`config.mk`:
```
export PLATFORM = sky130hd
export DESIGN_NAME = uart_rgb_pwm_ctrl
export DESIGN_NICKNAME = d
export VERILOG_FILES = /design/src/rtl/uart_rgb_pkg.sv /design/src/rtl/pwm_channel.sv /design/src/rtl/uart_rgb_pwm_ctrl.sv
export SDC_FILE = /design/constraint.sdc
export NUM_CORES = 1
export LEC_CHECK = 0
export ABC_AREA = 1
export CELL_PAD_IN_SITES_DETAIL_PLACEMENT = 1
export CELL_PAD_IN_SITES_GLOBAL_PLACEMENT = 2
export CORE_MARGIN = 4
export CORE_UTILIZATION = 38
export CTS_BUF_LIST = sky130_fd_sc_hd__clkbuf_4
export CTS_CLUSTER_DIAMETER = 30
export DETAILED_ROUTE_END_ITERATION = 10
export GPL_TIMING_DRIVEN = 0
export PLACE_DENSITY = 0.81
export SYNTH_ARGS = -nofsm -noshare
export SYNTH_HDL_FRONTEND = slang
export SYNTH_SLANG_ARGS = --single-unit
```
`constraint.sdc`:
```
create_clock -name hw_clk -period 1.8 [get_ports hw_clk]
set_clock_uncertainty 0.05 [all_clocks]
set_input_delay 0.36 -clock hw_clk [delete_from_list [all_inputs] [get_ports hw_clk]]
set_output_delay 0.36 -clock hw_clk [all_outputs]
set_load 0.02 [all_outputs]
```
`src/rtl/uart_rgb_pkg.sv`:
```
// Shared types and helpers for the UART-controlled RGB PWM dimmer.
package uart_rgb_pkg;

  typedef enum logic [2:0] {
    ST_IDLE,
    ST_GET_CH,
    ST_GET_HI,
    ST_GET_LO,
    ST_REPLY
  } parser_state_t;

  localparam logic [7:0] ASCII_S    = 8'h53;
  localparam logic [7:0] ASCII_X    = 8'h58;
  localparam logic [7:0] ASCII_K    = 8'h4B;
  localparam logic [7:0] ASCII_BANG = 8'h21;
  localparam logic [7:0] ASCII_0    = 8'h30;

  typedef struct packed {
    logic       valid;
    logic [3:0] nibble;
  } hex_nib_t;

  // ASCII hex digit (either case) to nibble, with a validity flag
  function automatic hex_nib_t hex_decode(input logic [7:0] b);
    hex_nib_t r;
    r.valid  = 1'b1;
    r.nibble = 4'h0;
    if (b >= 8'h30 && b <= 8'h39)      r.nibble = 4'(b - 8'h30);
    else if (b >= 8'h41 && b <= 8'h46) r.nibble = 4'(b - 8'h37);
    else if (b >= 8'h61 && b <= 8'h66) r.nibble = 4'(b - 8'h57);
    else                               r.valid  = 1'b0;
    return r;
  endfunction

endpackage

```
`src/rtl/pwm_channel.sv`:
```
// One PWM channel: pending/active duty pair, compare against the shared counter.
module pwm_channel
  import uart_rgb_pkg::*;
#(
  parameter int unsigned PWM_BITS = 8
) (
  input  logic                i_clk,
  input  logic                i_rst_n,
  input  logic [PWM_BITS-1:0] i_cnt,
  input  logic                i_wrap,
  input  logic                i_wr,
  input  logic [PWM_BITS-1:0] i_duty,
  input  logic                i_clr,
  output logic                o_pwm
);

  logic [PWM_BITS-1:0] r_pending;
  logic [PWM_BITS-1:0] r_active;
  logic                r_pwm;

  // Active duty only moves at the period wrap, so a running period is never cut short
  always_ff @(posedge i_clk or negedge i_rst_n) begin
    if (!i_rst_n) begin
      r_pending <= '0;
      r_active  <= '0;
      r_pwm     <= 1'b0;
    end else begin
      r_pwm <= (r_active > i_cnt);
      if (i_clr) begin
        r_pending <= '0;
        r_active  <= '0;
      end else begin
        if (i_wrap) r_active  <= r_pending;
        if (i_wr)   r_pending <= i_duty;
      end
    end
  end

  assign o_pwm = r_pwm;

endmodule

```
`src/rtl/uart_rgb_pwm_ctrl.sv`:
```
// UART byte-command parser ("S c h h" / "X") driving NUM_CH glitch-free PWM channels.
module uart_rgb_pwm_ctrl
  import uart_rgb_pkg::*;
#(
  parameter int unsigned NUM_CH         = 3,
  parameter int unsigned PWM_BITS       = 8,
  parameter int unsigned PRESCALE       = 47,
  parameter int unsigned TIMEOUT_CYCLES = 120000
) (
  input  logic              hw_clk,
  input  logic              resetn,
  input  logic              rx_valid,
  input  logic [7:0]        rx_data,
  output logic              tx_valid,
  output logic [7:0]        tx_data,
  input  logic              tx_ready,
  output logic [NUM_CH-1:0] pwm_out
);

  localparam int unsigned PRE_W      = (PRESCALE > 1) ? $clog2(PRESCALE) : 1;
  localparam int unsigned TO_W       = $clog2(TIMEOUT_CYCLES);
  localparam int unsigned CH_W       = 4;
  localparam int unsigned DUTY_SHIFT = 8 - PWM_BITS;
  localparam logic [PWM_BITS-1:0] CNT_MAX = '1;

  logic [PRE_W-1:0]    r_pre;
  logic [PWM_BITS-1:0] r_cnt;
  logic                w_step;
  logic                w_wrap;

  parser_state_t r_state, w_state_nxt;
  logic [CH_W-1:0]     r_ch, w_ch_nxt;
  logic [3:0]          r_hi, w_hi_nxt;
  logic [TO_W-1:0]     r_to, w_to_nxt;
  logic                r_tx_valid;
  logic [7:0]          r_tx_data, w_tx_data_nxt;
  logic                w_timeout;
  logic                w_wr;
  logic                w_clr;
  logic [PWM_BITS-1:0] w_duty;
  hex_nib_t            w_hex;

  assign w_step = (r_pre == PRE_W'(PRESCALE - 1));
  assign w_wrap = w_step && (r_cnt == CNT_MAX);

  // Prescaler and free-running PWM counter
  always_ff @(posedge hw_clk or negedge resetn) begin
    if (!resetn) begin
      r_pre <= '0;
      r_cnt <= '0;
    end else if (w_step) begin
      r_pre <= '0;
      r_cnt <= r_cnt + 1'b1;
    end else begin
      r_pre <= r_pre + 1'b1;
    end
  end

  assign w_hex     = hex_decode(rx_data);
  assign w_duty    = PWM_BITS'({r_hi, w_hex.nibble} >> DUTY_SHIFT);
  assign w_timeout = (r_to == TO_W'(TIMEOUT_CYCLES - 1)) && !rx_valid;

  // Parser state register
  always_ff @(posedge hw_clk or negedge resetn) begin
    if (!resetn) begin
      r_state    <= ST_IDLE;
      r_ch       <= '0;
      r_hi       <= '0;
      r_to       <= '0;
      r_tx_valid <= 1'b0;
      r_tx_data  <= 8'h00;
    end else begin
      r_state    <= w_state_nxt;
      r_ch       <= w_ch_nxt;
      r_hi       <= w_hi_nxt;
      r_to       <= w_to_nxt;
      r_tx_valid <= (w_state_nxt == ST_REPLY);
      r_tx_data  <= w_tx_data_nxt;
    end
  end

  // Next-state: an accepted byte or a non-GET state clears the idle counter
  always_comb begin
    w_state_nxt   = r_state;
    w_ch_nxt      = r_ch;
    w_hi_nxt      = r_hi;
    w_to_nxt      = '0;
    w_tx_data_nxt = r_tx_data;
    w_wr          = 1'b0;
    w_clr         = 1'b0;
    case (r_state)
      ST_IDLE: begin
        if (rx_valid) begin
          w_state_nxt = ST_REPLY;
          if (rx_data == ASCII_S) begin
            w_state_nxt = ST_GET_CH;
          end else if (rx_data == ASCII_X) begin
            w_clr         = 1'b1;
            w_tx_data_nxt = ASCII_K;
          end else begin
            w_tx_data_nxt = ASCII_BANG;
          end
        end
      end
      ST_GET_CH, ST_GET_HI, ST_GET_LO: begin
        if (rx_valid) begin
          w_state_nxt   = ST_REPLY;
          w_tx_data_nxt = ASCII_BANG;
          if (r_state == ST_GET_CH) begin
            if (rx_data >= ASCII_0 && rx_data < 8'(ASCII_0 + NUM_CH)) begin
              w_ch_nxt    = CH_W'(rx_data - ASCII_0);
              w_state_nxt = ST_GET_HI;
            end
          end else if (w_hex.valid) begin
            if (r_state == ST_GET_HI) begin
              w_hi_nxt    = w_hex.nibble;
              w_state_nxt = ST_GET_LO;
            end else begin
              w_wr          = 1'b1;
              w_tx_data_nxt = ASCII_K;
            end
          end
        end else if (w_timeout) begin
          w_state_nxt   = ST_REPLY;
          w_tx_data_nxt = ASCII_BANG;
        end else begin
          w_to_nxt = r_to + 1'b1;
        end
      end
      ST_REPLY: begin
        if (tx_ready) w_state_nxt = ST_IDLE;
      end
      default: w_state_nxt = ST_IDLE;
    endcase
  end

  assign tx_valid = r_tx_valid;
  assign tx_data  = r_tx_data;

  for (genvar gi = 0; gi < NUM_CH; gi++) begin : g_ch
    pwm_channel #(.PWM_BITS(PWM_BITS)) u_ch (
      .i_clk   (hw_clk),
      .i_rst_n (resetn),
      .i_cnt   (r_cnt),
      .i_wrap  (w_wrap),
      .i_wr    (w_wr && (r_ch == CH_W'(gi))),
      .i_duty  (w_duty),
      .i_clr   (w_clr),
      .o_pwm   (pwm_out[gi])
    );
  end

endmodule

```
; Word-level counts from Yosys, hierarchy flattened
; Cells that the tools add are included.
[totals]
regBits = 102
output_inout_bits = 12
wordCells = 120
[op_classes]
add_sub_neg = 6
magnitude_cmp = 10
n_eq_ne = 15
muxes = 50
bitwise_logic = 1
reduce_logical = 21
[ops]
columns = operator, n
row1 = $mux 8, 16
row2 = $mux 17, 3
row3 = $mux 7, 4
row4 = $mux 3, 9
row5 = $gt 8x8->1, 3
row6 = $add 17x1->17 const B, 1
row7 = $eq 17x17->1 const B, 1
row8 = $eq 8x7->1 const B, 2
row9 = $ge 8x7->1 const B, 2
row10 = $le 8x7->1 const B, 2
row11 = $pmux 8 s2, 1
row12 = $mux 1, 12
row13 = $mux 4, 3
row14 = $reduce_bool 2->1, 5
row15 = $logic_and 1x1->1, 9
row16 = $pmux 3 s3, 1
row17 = $add 8x1->8 const B, 1
row18 = $eq 8x8->1 const B, 1
row19 = $ge 8x6->1 const B, 1
row20 = $le 8x6->1 const B, 1
row21 = $lt 8x6->1 const B, 1
row22 = $reduce_and 4->1, 2
row23 = $sub 4x3->4 const B, 2
row24 = $add 6x1->6 const B, 1
row25 = other kinds (16), 19

; Depth between registers and ports, before layout
[depth]
word_depth = 12
mapped_depth = 11
mapped_depth_nobuf = 11

; By module
; From an unflattened synthesis, not the netlist that was laid out.
[hier_totals]
hier_cells = 658
area_unflattened_um2 = 5474.0
[by_module_without_submodules]
columns = mod, instances, cells_each, area_per_inst_um2, seq_area_each_um2
row1 = pwm_channel, 3, 100, 913.4, 425.4
row2 = uart_rgb_pwm_ctrl, 1, 358, 2733.9, 1151.1

; Least setup slack after synthesis
; No wires, ideal clock.
[synth_path]
path_type = reg-to-reg
start = reg r_pre[0]
end = reg g_ch[0].u_ch.r_active[1]
setup_ns = 0.121
arrival_ns = 1.397
t_required_ns = 1.629
path_slack_ns = 0.232
path_stages_with_launch = 9
n_path_buf = 1
synth_period_minus_slack_ns = 1.568
path_cell_list = dfrtp_1 -> inv_1 -> ha_1 -> nand3_1 -> nor2_4 -> inv_2 -> o21ai_4 -> buf_4 -> o21ai_1
[synth_between]
elab_chain_len = 3
[synth_rtl]
columns = item, line
row1 = start: declaration, uart_rgb_pwm_ctrl.sv:26  ; logic [PRE_W-1:0] r_pre;
row2 = start signal: assignment, uart_rgb_pwm_ctrl.sv:55  ; r_pre <= r_pre + 1'b1;
row3 = $eq 6x6->1, uart_rgb_pwm_ctrl.sv:43  ; assign w_step = (r_pre == PRE_W'(PRESCALE - 1));
row4 = $logic_and 1x1->1, uart_rgb_pwm_ctrl.sv:44  ; assign w_wrap = w_step && (r_cnt == CNT_MAX);
row5 = $reduce_bool 2->1 (no source line), n/a
row6 = end signal: assignment, pwm_channel.sv:33  ; if (i_wrap) r_active <= r_pending;
row7 = end: declaration, pwm_channel.sv:18  ; logic [PWM_BITS-1:0] r_active;
; Every way passes these cells.
; A chain may end at the register's enable or synchronous reset.

; Worst setup path after layout
[layout_path]
start = reg r_tx_data[3] (netlist: tx_data[3])
end = out tx_data[3]
[layout_rtl]
columns = item, line
row1 = start: declaration, uart_rgb_pwm_ctrl.sv:36  ; logic [7:0] r_tx_data, w_tx_data_nxt;
row2 = start signal: assignment, uart_rgb_pwm_ctrl.sv:78  ; r_tx_data <= w_tx_data_nxt;
row3 = end: declaration, uart_rgb_pwm_ctrl.sv:15  ; output logic [7:0] tx_data,
; No word-level cell between the ends.

==> results by group <==
GRT
  – All-Layer GR Usage: roughly 17%
  – GRT Residual Overflow: 0
  – Vias in the first global route: about 4.5k
  – Pin count of the biggest net entering global routing: 54
  – First-pass GRT wire length: about 22 mm
  – Antenna violations before repair: 0

Clock tree
  – Clock buffer depth: 2
  – CTS H-tree depth: 3
  – Clock transition at path regs: roughly 150 ps
  – CTS buffer count: 9
  – Sink Count: 97
  – Clock latency on the worst-skew pair: 470 ps
  – Root Buffer: clkbuf_4
  – CTS tree: built

Synthesis
  – Synthesized instance count: about 630
  – Synth Register Bits: 97
  – Register area share after synthesis: 46.63%
  – Synth Warn #: 0
  – Post-synth EDFFs: 0
  – Synth top area share: between 40% and 50%
  – Distinct cells, synth: 35
  – Cell taking the most area after synthesis: dfrtp_1
  – Most instantiated cells after synthesis: 137 x nand2_1, 97 x dfrtp_1, 73 x nand3_1
  – Syn Std Cell Area: 5205 um^2
  – Main synth FF type: dfrtp_1
  – Ys async rst share: 100.0%
  – Dominant cells by area after synthesis: dfrtp_1 47%, nand2_1 9.9%, ha_1 7.7%
  – Top-count cell post-synth: nand2_1
  – Mean Syn Cell Area: roughly 8.3 um^2

Drt
  – M1 wire length: 5.799 mm
  – Detailed-routed wire length on met3: approximately 290 um
  – Highest metal used: met4
  – # DRC: 0
  – Antenna-violating nets left: 0
  – Met2 WL post-DR: 6.117 mm
  – Avg Vias per Cell: slightly below 5
  – Final wirelength: between 10 and 15 mm
  – Drt pass-1 iters: 4
  – Routed vias: approximately 4.1k
  – Detailed Route Iter0 Violations: ~110
  – Routed WL per cell: between 10 and 15 um

Worst setup path
  – Crit path kind: reg -> out
  – Reg2reg start: r_pre[0]
  – Critical Path Most Common Cell: buf_4
  – Critical Path RT: about 1400 ps
  – Crit-path cells: buf_4 > buf_4 > buf_4
  – Worst Path Arrival: 1310 ps
  – Crit path max-delay family: flip-flops
  – CP max FO: 3
  – Setup crit end kind: primary output
  – Max stage delay on crit path: 440 ps
  – Worst Path Buf+Inv: 3
  – Critical path startpoint: tx_data[3]
  – Slowest cell on the critical path: dfrtp_1
  – CP Launch Type: flop

Placement
  – Pre-CTS setup slack: -700.3 ps
  – Port Buffers: 20
  – HPWL after detailed placement: ~9.2 mm
  – Placer Congestion: roughly 0.8
  – Placed cell area: 5658 um^2

STA
  – Worst slew pin tran: around 600 ps
  – Max-slew violations: 0
  – Final worst slack: around 80 ps
  – Tcrit/Tclk final: a little over nine tenths
  – Min Tclk post-route: ~1700 ps
  – Final Hold Violating Endpoints: 0
  – Max frequency: a little under 0.6 GHz
  – Count of final setup violators: 0
  – Worst slew margin: just under 60%

Status
  – Outcome: finished, final reports clean

Finish
  – Nets: slightly above 700
  – Area Overhead vs Synth: 13.75%
  – Ratio of cells with drive above 1 in the final layout: 12.67%
  – Finished layout cell area: 5921 um^2
  – N_diodes: 0
  – Fillers: between 1.5k and 2k

Floorplanning
  – Die Y: 125.0 um
  – Row count: 42
  – Top-level I/O count: 24
  – Die area: between 15,000 and 20,000 um^2
  – Starting density of the core: about 39%
  – Core Area: between 10,000 and 15,000 um^2
  – Die width: between 100 and 150 um

Pwr
  – Peak supply drop: roughly 0.28 mV
  – Leak: roughly 2.8 nW
  – Pwr dens: ~600 nW/um^2

Worst hold path
  – Min-delay worst type: in -> reg
  – Min-delay src: rx_data[1]

Run
  – Number of max-cap violations: 0
==> stage by stage <==
stage / util, % / hold WS (ps) / setup TNS [ps] / cells / power, mW
6_report: 44.36 / 311.8 / 0 / 855 / 3.473
3_3_place_gp: 42.20 / 399.4 / -369090 / 826 / 2.465
3_5_place_dp: 42.39 / 364.3 / -36720 / 827 / 2.476
2_1_floorplan: - / 14.41 / 0 / 630 / 2.348
5_1_grt: 44.36 / 320.2 / -2.310 / 855 / 3.653
4_1_cts: 43.77 / 276.6 / 0 / 849 / 3.520
==> cell usage in the layout, fill, tap and decap left out, types with 2 or more instances in the layout <==
master	n
nand3_2	2
nand3_1	71
ha_1	31
conb_1	3
inv_2	13
clkbuf_2	2
nand2_4	4
nor2_1	59
buf_12	3
xor2_1	7
a21oi_1	22
nor3_1	8
dlygate4sd2_1	9
clkinv_1	4
xnor2_1	2
dfrtp_1	96
nand3b_1	2
o21ai_1	27
buf_4	20
nor2_4	5
inv_1	71
a211oi_1	3
buf_6	4
buf_2	3
clkdlybuf4s50_1	8
o21ai_0	19
nand4_1	9
nand2_2	3
nor2_2	2
nor3_2	4
nand2_1	136
clkbuf_4	10
nand3_4	4
==> kinds of logic (layout without fill, tap and decap cells) <==
group,count (synthesis),in the layout,share of synthesized area [%]
fa+ha+maj,32,32,7.692
xor+xnor,9,9,1.515
flops,97,97,46.63
compound gates,75,75,7.693
simple gates,311,311,27.88
buf+inv,103,152,8.510
other cells,1,3,0.07205
==> what timing repair did <==
item	in CTS	in global routing
gates resized for setup	17	10
pin swaps	2	6
cloned	0	0
endpoints found under the setup margin	59	36
hold buffers	1	0
setup buffers	6	6
hold endpoints to repair	44	0
==> worst paths after layout <==
check,end,depth (start not counted),slack [ps]
min in group asynchronous,r_cnt[2],2,360
worst min-delay path,r_ch[1],3,310
worst min register to register,r_to[0],1,420
worst max-delay path,tx_data[3],3,80
worst max register to register,r_cnt[6],9,130
max in group asynchronous,tx_data[3],3,660
==> cell type report <==
| class | instances | area (um^2) | share of cell area (%) |
|---|---|---|---|
| Timing Repair Buffer | 34 | 344.1 | 5.811 |
| Sequential cell | 97 | 2429 | 41.02 |
| Multi-Input combinational cell | 430 | 2374 | 40.09 |
| Clock inverter | 5 | 23.77 | 0.4015 |
| Clock buffer | 10 | 75.07 | 1.268 |
| Tap cell | 176 | 220.2 | 3.719 |
| Inverter | 85 | 319.1 | 5.389 |
| Buffer | 18 | 136.4 | 2.303 |
==> worst min-delay path, delay by kind of cell <==
kind / cells / cell delay, ps
buffers and inverters: 1 / 300
and+or+nand+nor: 1 / 90
AOI/OAI and AO/OA: 1 / 70
==> state kept, by name (all words and copies together) (netlist names) <==
signal               count
g_ch.u_ch.o_pwm          3
r_to                    17
g_ch.u_ch.r_pending     24
r_ch                     4
r_cnt                    8
g_ch.u_ch.r_active      24
r_state                  3
r_pre                    6
tx_valid                 1
tx_data                  3
r_hi                     4
==> report_power, final <==
part	internal [mW]	switching, mW	total, mW	leakage [nW]
clock	0.278	0.759	1.04	0.0548
combinational	0.0787	0.142	0.221	1.46
sequential	2.20	0.0147	2.22	1.30
==> routing by layer <==
layer | global-route usage, % | vias up
met3 | 3.156 | 8
met1 | 21.56 | 1979
met5 | 0 | -
met2 | 28.85 | 47
met4 | 4.974 | 0
li1 | - | 2109
(Power assumes the default switching activity.)
